$ cat src/rtl/apb2axi_pkg.sv
// Shared types and constants for the APB-to-AXI bridge: directory entry layout,
// transaction-manager states and the 4KB boundary helper.
package apb2axi_pkg;

  localparam int AXI_ADDR_W    = 32;
  localparam int AXI_DATA_W    = 32;
  localparam int TAG_W         = 4;
  localparam int AXI_4KB_SHIFT = 12;

  // Largest legal AxSIZE: one beat may not exceed the data bus width.
  localparam logic [2:0] AXI_MAX_SIZE = 3'($clog2(AXI_DATA_W / 8));

  typedef struct packed {
    logic [AXI_ADDR_W-1:0] addr;
    logic [7:0]            len;
    logic [2:0]            size;
    logic [1:0]            burst;
    logic                  is_write;
  } directory_entry_t;

  typedef enum logic [1:0] {
    TXN_IDLE,
    TXN_ISSUE,
    TXN_DROP
  } txn_state_e;

  // True when the burst's last byte lands in a different 4KB page than its first.
  function automatic logic crosses_4kb(input logic [AXI_ADDR_W-1:0] addr,
                                       input logic [7:0]            len,
                                       input logic [2:0]            size);
    logic [AXI_ADDR_W:0] bytes;
    logic [AXI_ADDR_W:0] end_addr;
    bytes    = ((AXI_ADDR_W+1)'(len) + (AXI_ADDR_W+1)'(1)) << size;
    end_addr = {1'b0, addr} + bytes - (AXI_ADDR_W+1)'(1);
    return addr[AXI_ADDR_W-1:AXI_4KB_SHIFT] != end_addr[AXI_ADDR_W-1:AXI_4KB_SHIFT];
  endfunction

endpackage

$ cat src/rtl/apb2axi_credit_cnt.sv
// Up/down outstanding-transaction counter with credit-available compare and a
// sticky underflow flag.
module apb2axi_credit_cnt #(
  parameter int MAX_P   = 4,
  parameter int CNT_W_P = 4
) (
  input  logic               clk,
  input  logic               rst_n,
  input  logic               inc,
  input  logic               dec,
  output logic [CNT_W_P-1:0] count,
  output logic               avail,
  output logic               underflow
);

  logic [CNT_W_P-1:0] cnt_q, cnt_d;
  logic               uf_q, uf_d;

  always_comb begin
    cnt_d = cnt_q;
    uf_d  = uf_q;
    if (inc && !dec) begin
      cnt_d = cnt_q + 1'b1;
    end else if (dec && !inc) begin
      if (cnt_q == '0) uf_d = 1'b1;
      else             cnt_d = cnt_q - 1'b1;
    end
  end

  always_ff @(posedge clk or negedge rst_n) begin
    if (!rst_n) begin
      cnt_q <= '0;
      uf_q  <= 1'b0;
    end else begin
      cnt_q <= cnt_d;
      uf_q  <= uf_d;
    end
  end

  assign count     = cnt_q;
  assign avail     = cnt_q < CNT_W_P'(MAX_P);
  assign underflow = uf_q;

endmodule

$ cat src/rtl/apb2axi_txn_mgr.sv
// Pops PENDING directory entries one at a time and issues them on AR or AW,
// gated by per-direction credits; illegal entries are dropped with a report.
module apb2axi_txn_mgr
  import apb2axi_pkg::*;
#(
  parameter int TAG_W_P           = TAG_W,
  parameter int MAX_OUTSTANDING_P = 4,
  parameter int CNT_W_P           = 4
) (
  input  logic                  pclk,
  input  logic                  presetn,
  input  logic                  pending_valid,
  input  directory_entry_t      pending_entry,
  input  logic [TAG_W_P-1:0]    pending_tag,
  output logic                  pending_pop,
  output logic                  ar_valid,
  input  logic                  ar_ready,
  output logic [TAG_W_P-1:0]    ar_id,
  output logic [AXI_ADDR_W-1:0] ar_addr,
  output logic [7:0]            ar_len,
  output logic [2:0]            ar_size,
  output logic [1:0]            ar_burst,
  output logic                  aw_valid,
  input  logic                  aw_ready,
  output logic [TAG_W_P-1:0]    aw_id,
  output logic [AXI_ADDR_W-1:0] aw_addr,
  output logic [7:0]            aw_len,
  output logic [2:0]            aw_size,
  output logic [1:0]            aw_burst,
  input  logic                  cpl_valid,
  input  logic                  cpl_is_write,
  output logic                  drop_valid,
  output logic [TAG_W_P-1:0]    drop_tag,
  output logic [CNT_W_P-1:0]    rd_outstanding,
  output logic [CNT_W_P-1:0]    wr_outstanding,
  output logic                  underflow_err
);

  txn_state_e         state_q, state_d;
  directory_entry_t   hold_q, hold_d;
  logic [TAG_W_P-1:0] tag_q, tag_d;
  logic               ar_valid_q, ar_valid_d;
  logic               aw_valid_q, aw_valid_d;
  logic               drop_valid_q, drop_valid_d;
  logic               rd_inc, wr_inc, rd_avail, wr_avail, rd_uf, wr_uf;
  logic               credit_ok, illegal;

  apb2axi_credit_cnt #(.MAX_P(MAX_OUTSTANDING_P), .CNT_W_P(CNT_W_P)) u_rd_cnt (
    .clk(pclk), .rst_n(presetn), .inc(rd_inc), .dec(cpl_valid && !cpl_is_write),
    .count(rd_outstanding), .avail(rd_avail), .underflow(rd_uf)
  );

  apb2axi_credit_cnt #(.MAX_P(MAX_OUTSTANDING_P), .CNT_W_P(CNT_W_P)) u_wr_cnt (
    .clk(pclk), .rst_n(presetn), .inc(wr_inc), .dec(cpl_valid && cpl_is_write),
    .count(wr_outstanding), .avail(wr_avail), .underflow(wr_uf)
  );

  always_comb begin
    state_d      = state_q;
    hold_d       = hold_q;
    tag_d        = tag_q;
    ar_valid_d   = ar_valid_q;
    aw_valid_d   = aw_valid_q;
    drop_valid_d = 1'b0;
    pending_pop  = 1'b0;
    rd_inc       = 1'b0;
    wr_inc       = 1'b0;
    credit_ok    = pending_entry.is_write ? wr_avail : rd_avail;
    illegal      = crosses_4kb(pending_entry.addr, pending_entry.len, pending_entry.size) ||
                   (pending_entry.size > AXI_MAX_SIZE);
    case (state_q)
      TXN_IDLE: begin
        if (pending_valid && credit_ok) begin
          pending_pop = 1'b1;
          hold_d      = pending_entry;
          tag_d       = pending_tag;
          if (illegal) begin
            state_d      = TXN_DROP;
            drop_valid_d = 1'b1;
          end else begin
            state_d    = TXN_ISSUE;
            ar_valid_d = !pending_entry.is_write;
            aw_valid_d = pending_entry.is_write;
          end
        end
      end
      TXN_ISSUE: begin
        if (ar_valid_q && ar_ready) begin
          ar_valid_d = 1'b0;
          rd_inc     = 1'b1;
          state_d    = TXN_IDLE;
        end
        if (aw_valid_q && aw_ready) begin
          aw_valid_d = 1'b0;
          wr_inc     = 1'b1;
          state_d    = TXN_IDLE;
        end
      end
      TXN_DROP: state_d = TXN_IDLE;
      default:  state_d = TXN_IDLE;
    endcase
  end

  always_ff @(posedge pclk or negedge presetn) begin
    if (!presetn) begin
      state_q      <= TXN_IDLE;
      hold_q       <= '0;
      tag_q        <= '0;
      ar_valid_q   <= 1'b0;
      aw_valid_q   <= 1'b0;
      drop_valid_q <= 1'b0;
    end else begin
      state_q      <= state_d;
      hold_q       <= hold_d;
      tag_q        <= tag_d;
      ar_valid_q   <= ar_valid_d;
      aw_valid_q   <= aw_valid_d;
      drop_valid_q <= drop_valid_d;
    end
  end

  // Both channels present the same holding register; only one valid is ever high.
  assign ar_valid      = ar_valid_q;
  assign ar_id         = tag_q;
  assign ar_addr       = hold_q.addr;
  assign ar_len        = hold_q.len;
  assign ar_size       = hold_q.size;
  assign ar_burst      = hold_q.burst;
  assign aw_valid      = aw_valid_q;
  assign aw_id         = tag_q;
  assign aw_addr       = hold_q.addr;
  assign aw_len        = hold_q.len;
  assign aw_size       = hold_q.size;
  assign aw_burst      = hold_q.burst;
  assign drop_valid    = drop_valid_q;
  assign drop_tag      = tag_q;
  assign underflow_err = rd_uf || wr_uf;

endmodule

$ cat config.mk
export PLATFORM = sky130hd
export DESIGN_NAME = apb2axi_txn_mgr
export DESIGN_NICKNAME = d
export VERILOG_FILES = /design/src/rtl/apb2axi_pkg.sv /design/src/rtl/apb2axi_credit_cnt.sv /design/src/rtl/apb2axi_txn_mgr.sv
export SDC_FILE = /design/constraint.sdc
export NUM_CORES = 1
export LEC_CHECK = 0
export CAP_MARGIN = 20
export CORE_AREA = 2 2 113 115
export DETAILED_ROUTE_END_ITERATION = 6
export DIE_AREA = 0 0 115 117
export DONT_BUFFER_PORTS = 1
export HOLD_SLACK_MARGIN = 0.15
export PLACE_DENSITY = 0.66
export REMOVE_ABC_BUFFERS = 1
export SETUP_SLACK_MARGIN = 0.1
export SLEW_MARGIN = 30
export SYNTH_ARGS = -nofsm -noshare
export SYNTH_HDL_FRONTEND = slang
export SYNTH_SLANG_ARGS = --single-unit
$ cat constraint.sdc
create_clock -name pclk -period 3.02 [get_ports pclk]
set_input_delay 0.302 -clock pclk [delete_from_list [all_inputs] [get_ports pclk]]
set_output_delay 0.302 -clock pclk [all_outputs]
set_load 0.005 [all_outputs]
==> reports/results.ini, run 1 <==
[status]
status=complete, but fails checks
violations=negative setup slack

[power]
pwr-share-seq_pct=35.8
power_density_nw_per_um2=561
p_int_w=0.00273
clkPwrFrac_pct=24.6
p_comb_share_pct=39.6
p_sw_w=0.00176
peakVddDrop_v=0.000221
p_leak_nw=3.82
sw_frac_of_total_pct=39.2

[sta]
drv_slew=0
whs_ps=154
finalCriticalPeriod_ps=4180
rsz0062_at_grt=true
relSlewSlack_pct=51.0
fin_crit_sh_pct=138
worst_pin_slew_ps=735
timing_hold_violations_final=0
setup_ws_ps=-1160
report.final.setup_viol=5
clock_skew_ps=14.1
fmax_ghz=0.239

[critical_path]
crit_required_ps=3240
end_kind=flop
worstPathArrival_ps=4400
path_class=in2reg
worstPathMaxFanout=4
cp-start-kind=primary input

[floorplanning]
core_um2=12300
pin_count=172
initial_utilization_pct=48.9
dieArea_um2=13500
die_h_um=117
die-width_um=115
placement_rows=41

[logic_synthesis]
synth_ff_type=dfrtp_1
syn_area_um2=6010
synth_seq_cells=64
yosysMostFrequentCell=nand2_1
yosysTopAreaCellShare_pct=26.6
yosysTopAreaCell=dfrtp_1
synth_common_cells=nand2_1 (160), inv_1 (79), o21ai_0 (73)
netlist_top_cells_area=dfrtp_1 (27%), ha_1 (11%), nand2_1 (10%)
syn_avg_cell_area_um2=7.54
synth-async-reset-ratio_pct=100
synth_top_family_by_area=compound AO/OA/AOI/OAI gates
synth_edf_count=0
yosys_warnings=0
synth_adder_area_share_pct=11.7
synthMuxAreaShare_pct=2.60
yosys.area_share.simple_pct=20.1
seq_area_frac_synth_pct=26.6
synthDistinctLibCells=65
synthXorXnorAreaFrac_pct=3.64
syn_inst=798
synth_compound_gate_area_share_pct=22.3

[clock_tree]
clock_latency_ps=350
clock-sinks=64
cts_root_buf=clkbuf_16
path_clk_slew_ps=60
ctsHtreeMaxLevel=3
ctsLongestPathBuffers=2
cts_made_buffers=9
cts_tree=built

[place]
io_buffers=0
dp.final_hpwl_mm=14.2
dp.cells=1013
gp_congestion=0.933
place_worst_setup_slack_ps=-2170

[flow_run]
max-cap-violations=0

[drt]
drc_errors=0
drt_first_pass_iters=5
drt-total-wl_mm=19.0
ant_nets=0
viasPerCell=5.63
num_vias=6046
drtIter0Drc=393
wl_per_cell_um=17.7

[global_routing]
grt-ovfl-total=0
grt_pass1_wl_mm=29.3
grt_pass1_vias=5859
grt_antenna_before_repair=0
grt_usage_pct=27.7
grt_max_degree=83

[final_layout]
antennaDiodeCount=0
nFillCells=1078
area_delta_synth_final_pct=33.1
drive_gt1_share_pct=26.7
num-nets-final=1031
final_cells=1073

[hold_path]
holdCritPathClass=in2reg

[through the flow]
stage / total power, W / setup TNS, ps / area [µm²] / utilization (%)
after floorplan: 0.00244 / -6900 / 5530 / -
after global placement: 0.00308 / -9600 / 6780 / 55.1
after detailed placement: 0.00312 / -9950 / 6780 / 55.1
after CTS: 0.00440 / -5020 / 7760 / 63.0
after global routing: 0.00483 / -6020 / 8000 / 65.0
final: 0.00449 / -4970 / 8000 / 65.0
[routing by layer]
metal	track usage [%]	up-vias	part of all wire (%)	wire length, µm
li1	-	2953	-	-
met1	36.8	2879	45	8630
met2	46.7	189	47	8970
met3	5.05	25	6.1	1160
met4	7.07	0	1.4	263
met5	0	-	0	0
[critical path, cell delays in order]
cell and delay [ps]:
and2_4 140, buf_6 100, a31oi_1 60, a21oi_1 110, a21oi_1 50, a31oi_1 210, nor2_1 90, a21oi_2 160
mux2i_1 120, ha_1 300, inv_2 50, ha_4 270, nand4_1 130, or3_4 400, a31o_4 240, a211oi_4 340
or4_1 170, o21ai_0 80, or4_4 440, and4b_2 330, mux2_4 300
[worst paths after layout]
path / from / to / slack (ps) / cells after the start
setup reg to reg: state_q[1]$_DFFE_PN0P_ / u_wr_cnt.count[3]$_DFFE_PN0P_ / 710 / 11
hold / removal: pending_entry[21] / ar_addr[7]$_DFFE_PN0P_ / 150 / 2
hold reg to reg: u_wr_cnt.underflow$_DFFE_PN0P_ / u_wr_cnt.underflow$_DFFE_PN0P_ / 460 / 1
min in group asynchronous: presetn / state_q[1]$_DFFE_PN0P_ / 500 / 2
setup / recovery: pending_entry[7] / aw_valid$_DFFE_PN0P_ / -1160 / 21
max in group asynchronous: presetn / ar_id[3]$_DFFE_PN0P_ / 2250 / 2
[area by class of cell]
type | count | area (µm²) | area share (%)
Clock buffer | 13 | 270 | 3.38
Sequential cell | 64 | 1600 | 20.0
Clock inverter | 2 | 37.5 | 0.469
Inverter | 79 | 297 | 3.71
Timing Repair Buffer | 187 | 1520 | 19.0
Multi-Input combinational cell | 578 | 4090 | 51.1
Tap cell | 150 | 188 | 2.35
[power by group through the flow]
stage / Combinational [W] / Sequential, W / Clock (W)
global placement: 0.00146 / 0.00162 / 0
floorplan: 0.000905 / 0.00153 / 0
global route: 0.00198 / 0.00170 / 0.00116
CTS: 0.00166 / 0.00162 / 0.00112
detailed placement: 0.00149 / 0.00163 / 0
finish: 0.00178 / 0.00161 / 0.00111
[placed cells by master (no fill, tap or decap), drive strengths merged, types with 10 or more instances in the layout]
cell,n
o21ai,73
dfrtp,64
nand4,11
nand2,160
a21oi,58
inv,79
buf,152
ha,53
xnor2,16
clkbuf,13
nor2,32
nor3,10
nand3,11
dlygate4sd3,35
mux2i,10
[what timing repair did]
action,CTS,global route
hold buffers,36,0
pin swaps,22,22
endpoints found under the setup margin,5,5
hold endpoints to repair,98,0
resized for setup,60,46
buffers inserted,5,4
[cells by family (layout without fill, tap and decap cells)]
kind of cell	count (synthesis)	after routing
adders and majority gates	55	55
and+or+nand+nor	268	268
DFF	64	64
muxes	15	15
buffers and inverters	156	281
xor gates and xnor gates	25	25
AOI/OAI and AO/OA	215	215
[flip-flops by register name, summed over array words and instances, names as in the netlist]
register / count
aw_valid: 1
ar_size: 3
u_wr_cnt.count: 4
u_wr_cnt.underflow: 1
ar_id: 4
ar_len: 8
ar_addr: 32
u_rd_cnt.underflow: 1
drop_valid: 1
state_q: 2
ar_valid: 1
ar_burst: 2
u_rd_cnt.count: 4
No activity file was read; power rests on OpenSTA's default activity.
==> run 2: changes to the inputs <==
Settings changed: CORE_AREA 2 2 113 115 to 2 2 115 117, DIE_AREA 0 0 115 117 to 0 0 117 119, SYNTH_HIERARCHICAL from default to 1.
==> run 2 against run 1 <==
  * Synthesized area up 2.9%
  * Global-route usage shrank 1.5 points
  * Maximum frequency is 1.5% lower
  * First-iteration DRC count fell by 20%
  * Sequential power is 4% higher
  * Flip-flop and latch count is the same
  * Synthesized cell count decreased by 0.13%
  * The run still ends with negative setup slack left
  * Setup slack got worse by 64 ps
  * Worst hold slack got worse by 1.7 ps
  * Clock skew down 6.5 ps
  * Non-clock buffer count is 33 lower
  * Highest routed layer unchanged
==> reports/results.ini, run 2 <==
[global_routing]
grt_usage_pct=26.2
grt-ovfl-total=0
grt_pass1_wl_mm=28.9
grt_pass1_vias=5791
grt_max_degree=65
grt_antenna_before_repair=0

[final_layout]
final_common_cell=nand2_1
largest_reg_flops=32
antennaDiodeCount=0
mostFrequentLayoutCells=nand2_1 (140), buf_4 (117), inv_1 (70), dfrtp_1 (64), o21ai_0 (60)
drive_gt1_share_pct=23.9
utilization_pct=59.6
area_delta_synth_final_pct=24.0
num-nets-final=990
nFillCells=1173

[sta]
tns_ps=-5210
report.final.setup_viol=5
fmax_ghz=0.236
clock_skew_ps=7.63
rsz0062_at_grt=true
relSlewSlack_pct=50.0
drv_slew=0
fin_crit_sh_pct=141
worst_pin_slew_ps=748
finalCriticalPeriod_ps=4240
whs_ps=152
timing_hold_violations_final=0
setup_ws_ps=-1220

[place]
place_worst_setup_slack_ps=-1700
gp_congestion=0.910
io_buffers=0
dp.final_hpwl_mm=13.6

[logic_synthesis]
syn_inst=797
syn_avg_cell_area_um2=7.76
netlist_top_cells_area=dfrtp_1 (26%), ha_1 (11%), nand2_1 (8.7%)
synth-async-reset-ratio_pct=100
seq_area_frac_synth_pct=25.9
yosysTopAreaCellShare_pct=25.9
synth_seq_cells=64
yosysMostFrequentCell=nand2_1
syn_area_um2=6190
yosysTopAreaCell=dfrtp_1
synth_common_cells=nand2_1 (144), inv_1 (74), o21ai_0 (65)
synth_edf_count=0
synth_ff_type=dfrtp_1
yosys_warnings=6
synthDistinctLibCells=73

[critical_path]
cp-start-kind=primary input
crit_required_ps=3250
path_common_cell=mux2_4
end_kind=flop
worstPathMaxFanout=7
slowest_stage=or4_4
crit_chain=and3_4 -> and3_4 -> and2_4 -> o32ai_2 -> a21o_1 -> mux2_4 -> mux2_4 -> ha_4 -> inv_2 -> ha_4 -> nand2_4 -> or4_4 -> a21oi_2 -> buf_4 -> o211ai_1 -> buf_4 -> nand2_1 -> a31oi_1 -> a21o_1 -> or4_4 -> mux2_4
worstPathArrival_ps=4470
path_class=in2reg
critical_path.max_stage_delay_ps=510

[floorplanning]
core_um2=12900
die_h_um=119
placement_rows=42
pin_count=172
initial_utilization_pct=48.1
die-width_um=117
dieArea_um2=13900

[clock_tree]
cts_made_buffers=9
clock-sinks=64
clock_latency_ps=340
ctsHtreeMaxLevel=3
cts_root_buf=clkbuf_16
cts_tree=built
ctsLongestPathBuffers=2
path_clk_slew_ps=60

[power]
p_leak_nw=3.70
p_total_w=0.00463
peakVddDrop_v=0.000306
power_density_nw_per_um2=604

[drt]
viasPerCell=5.53
wl_per_cell_um=16.9
drt-total-wl_mm=17.9
num_vias=5856
ant_nets=0
drc_errors=0
drtIter0Drc=314
drt_first_pass_iters=7

[hold_path]
holdCritPathClass=in2reg

[status]
violations=negative setup slack
status=complete, but fails checks

[flow_run]
max-cap-violations=0

==> run 2: changes by cell type after synthesis, moves of 5 or more <==
cell and change:
mux2i_1 +5, nand2_1 -16, a21oi_1 -11, a21o_1 +6
o21ai_0 -8, nor3_1 +8, clkbuf_1 -5, inv_1 -5
==> run 2: cell type report <==
cell class / count / area, µm² / share of cell area, %
Clock buffer: 10 / 229 / 2.98
Sequential cell: 64 / 1600 / 20.9
Multi-Input combinational cell: 575 / 4020 / 52.3
Tap cell: 176 / 220 / 2.87
Timing Repair Buffer: 154 / 1270 / 16.5
Clock inverter: 6 / 60.1 / 0.783
Inverter: 74 / 278 / 3.62
==> run 2: power breakdown <==
group          leakage [nW]  switching (W)  total [W]  internal, W
Combinational          2.76       0.000992    0.00192     0.000929
Clock                 0.138       0.000401    0.00103     0.000634
Sequential            0.801       0.000457    0.00168      0.00122
==> run 2: cell families after synthesis <==
| family | after synthesis | share of synthesized area, % |
|---|---|---|
| AO/OA/AOI/OAI | 200 | 20.7 |
| XOR/XNOR | 29 | 4.11 |
| adder cells (fa/ha/maj) | 55 | 11.4 |
| buffers and inverters | 158 | 13.6 |
| flip-flops | 64 | 25.9 |
| multiplexers | 26 | 4.61 |
| AND/OR/NAND/NOR | 265 | 19.7 |
==> run 2: stage by stage <==
step / cell area, µm² / instances
floorplan: 5620 / 713
global placement: 6700 / 1002
detailed placement: 6700 / 1002
CTS: 7570 / 1055
global route: 7670 / 1059
finish: 7670 / 1059
==> run 2: final timing paths <==
check                      slack [ps]  cells after the start                             end                      startpoint
min reg2reg                       450                      1  u_wr_cnt/underflow$_DFFE_PN0P_  u_wr_cnt/underflow$_DFFE_PN0P_
max                             -1220                     21            aw_valid$_DFFE_PN0P_                pending_entry[9]
max reg2reg                       460                      9   u_wr_cnt/count[3]$_DFFE_PN0P_          state_q[1]$_DFFE_PN0P_
max in group asynchronous        2230                      2   u_wr_cnt/count[0]$_DFFE_PN0P_                         presetn
min in group asynchronous         510                      2          ar_addr[5]$_DFFE_PN0P_                         presetn
min                               150                      2          ar_addr[2]$_DFFE_PN0P_               pending_entry[16]
==> run 2: critical path, delay by kind of cell <==
kind | cells | cell delay (ps)
mux | 3 | 870
compound gates | 6 | 780
fa+ha+maj | 2 | 540
buf+inv | 3 | 350
simple gates | 7 | 1650
==> run 2: per-layer routing <==
layer | GRT usage [%] | vias up | routed length, µm
li1 | - | 2859 | -
met1 | 35.2 | 2795 | 8140
met2 | 42.6 | 176 | 8550
met3 | 4.89 | 26 | 888
met4 | 7.57 | 0 | 339
met5 | 0 | - | 0
==> run 2: repair_timing <==
action | in CTS | in global routing
pin swaps | 21 | 17
endpoints found under the setup margin | 5 | 5
gates resized for setup | 41 | 21
hold endpoints to repair | 97 | 0
setup buffers | 2 | 4
hold buffers | 35 | 0
==> run 3: changes to the inputs <==
Settings changed: PLACE_DENSITY 0.66 to 0.72.
==> run 3 against run 2 <==
  * The run still ends with negative setup slack left
  * Critical path depth increased by 1
  * Via count is 0.67% lower
  * Non-clock buffer count decreased by 3
  * Global-route usage shrank 0.91 points
  * Critical endpoint unchanged
==> reports/results.ini, run 3 (synthesis gave the netlist of run 2 again) <==
[sta]
fmax_ghz=0.230
clock_skew_ps=6.47
timing_hold_violations_final=0
report.final.setup_viol=5
rsz0062_at_grt=true
fin_crit_sh_pct=144
drv_slew=0
worst_pin_slew_ps=656
finalCriticalPeriod_ps=4340
setup_ws_ps=-1320
relSlewSlack_pct=56.2

[final_layout]
nFillCells=1093
antennaDiodeCount=0
final_cells=1055
num-nets-final=987
area_delta_synth_final_pct=25.7
mostFrequentLayoutCells=nand2_1 (137), buf_4 (117), inv_1 (71), dfrtp_1 (64), o21ai_0 (57)
drive_gt1_share_pct=24.9
final_common_cell=nand2_1
largest_reg_flops=32

[global_routing]
grt_pass1_vias=5709
grt_pass1_wl_mm=27.9
grt_antenna_before_repair=0
grt_max_degree=65
grt-ovfl-total=0
grt_usage_pct=25.3

[clock_tree]
clock-sinks=64
clock_latency_ps=350
cts_made_buffers=9
path_clk_slew_ps=50
ctsLongestPathBuffers=2
ctsHtreeMaxLevel=3
cts_root_buf=clkbuf_16
cts_tree=built

[critical_path]
slowest_stage=or4_4
path_common_cell=mux2_4
path_depth=22
end_kind=flop
crit_required_ps=3250
r2r-end=ar_len[3]$_DFFE_PN0P_
r2r.worst_path.cells=7
worstPathArrival_ps=4570
path_class=in2reg
critical_path.max_stage_delay_ps=500
cp-start-kind=primary input
path_buf_inv=3
crit_chain=and3_4 -> buf_6 -> and3_4 -> nand2_4 -> nand2_2 -> o32ai_2 -> a21o_1 -> mux2_4 -> mux2_4 -> ha_4 -> inv_4 -> ha_4 -> nand2_4 -> or4_4 -> a21oi_2 -> buf_4 -> o211ai_1 -> a211oi_2 -> a31oi_1 -> a21o_1 -> or4_4 -> mux2_4
worstPathMaxFanout=5
ff2ff_setup_slack_ps=400
critPathTopFamily=simple AND/OR/NAND/NOR gates
r2r-start=u_wr_cnt/count[3]$_DFFE_PN0P_

[place]
gp_congestion=0.944
dp.final_hpwl_mm=12.5
io_buffers=0
dp.cells=1000

[drt]
wl_per_cell_um=16.6
viasPerCell=5.51
drc_errors=0
ant_nets=0
drt-total-wl_mm=17.5
drtIter0Drc=421
num_vias=5817
drt_first_pass_iters=5

[floorplanning]
core_um2=12900
pin_count=172
die_h_um=119
dieArea_um2=13900
initial_utilization_pct=48.1
placement_rows=42
die-width_um=117

[power]
p_total_w=0.00474
power_density_nw_per_um2=610
peakVddDrop_v=0.000294
p_leak_nw=3.72

[flow_run]
max-cap-violations=0

[hold_path]
hp-start=pending_entry[17]
holdPathStages=2
holdCritPathClass=in2reg
hold_end=ar_addr[3]$_DFFE_PN0P_

[status]
status=complete, but fails checks
violations=negative setup slack

[run 3: cell type report]
type | instances | area [µm²] | area share (%)
Multi-Input combinational cell | 575 | 4130 | 53.2
Sequential cell | 64 | 1600 | 20.6
Timing Repair Buffer | 151 | 1240 | 15.9
Inverter | 74 | 280 | 3.60
Clock buffer | 11 | 233 | 2.99
Tap cell | 176 | 220 | 2.83
Clock inverter | 4 | 70.1 | 0.901
[run 3: how the worst max path moves through the flow]
stage	slack (ps)	startpoint	endpoint
6_report	-1320	pending_entry[10]	aw_valid$_DFFE_PN0P_
3_3_place_gp	-1660	pending_entry[9]	aw_valid$_DFFE_PN0P_
4_1_cts	-1210	pending_entry[9]	aw_valid$_DFFE_PN0P_
2_1_floorplan	-1410	pending_entry[9]	aw_valid$_DFFE_PN0P_
5_1_grt	-1410	pending_entry[10]	aw_valid$_DFFE_PN0P_
3_5_place_dp	-1740	pending_entry[6]	aw_valid$_DFFE_PN0P_
[run 3: metrics by stage]
step	cell area (µm²)	hold slack (ps)	util (%)	setup slack, ps	setup TNS, ps
6_report	7780	154	60.4	-1320	-5600
5_1_grt	7780	170	60.4	-1410	-6260
4_1_cts	7580	155	58.9	-1210	-5410
3_5_place_dp	6690	7.26	52.0	-1740	-7640
3_3_place_gp	6690	7.45	52.0	-1660	-7380
2_1_floorplan	5620	6.41	-	-1410	-7000
[run 3: repair_timing]
action	CTS	global route
hold buffers	32	0
endpoints found under the hold margin	95	0
pin swaps	25	36
endpoints found under the setup margin	5	5
resized for setup	43	38
setup buffers	7	3
[run 3: layer usage]
| metal | wire length (µm) | global-route usage (%) | vias to the layer above | part of all wire [%] |
|---|---|---|---|---|
| met3 | 983 | 4.38 | 22 | 5.6 |
| met4 | 395 | 8.68 | 0 | 2.3 |
| met1 | 7830 | 34.5 | 2740 | 45 |
| met5 | 0 | 0 | - | 0 |
| met2 | 8300 | 40.1 | 201 | 47 |
| li1 | - | - | 2854 | - |
[run 3: power breakdown]
group          switching [W]  internal, W  total, W
registers           0.000453      0.00122   0.00167
clock network       0.000393     0.000715   0.00111
logic                0.00101     0.000955   0.00196
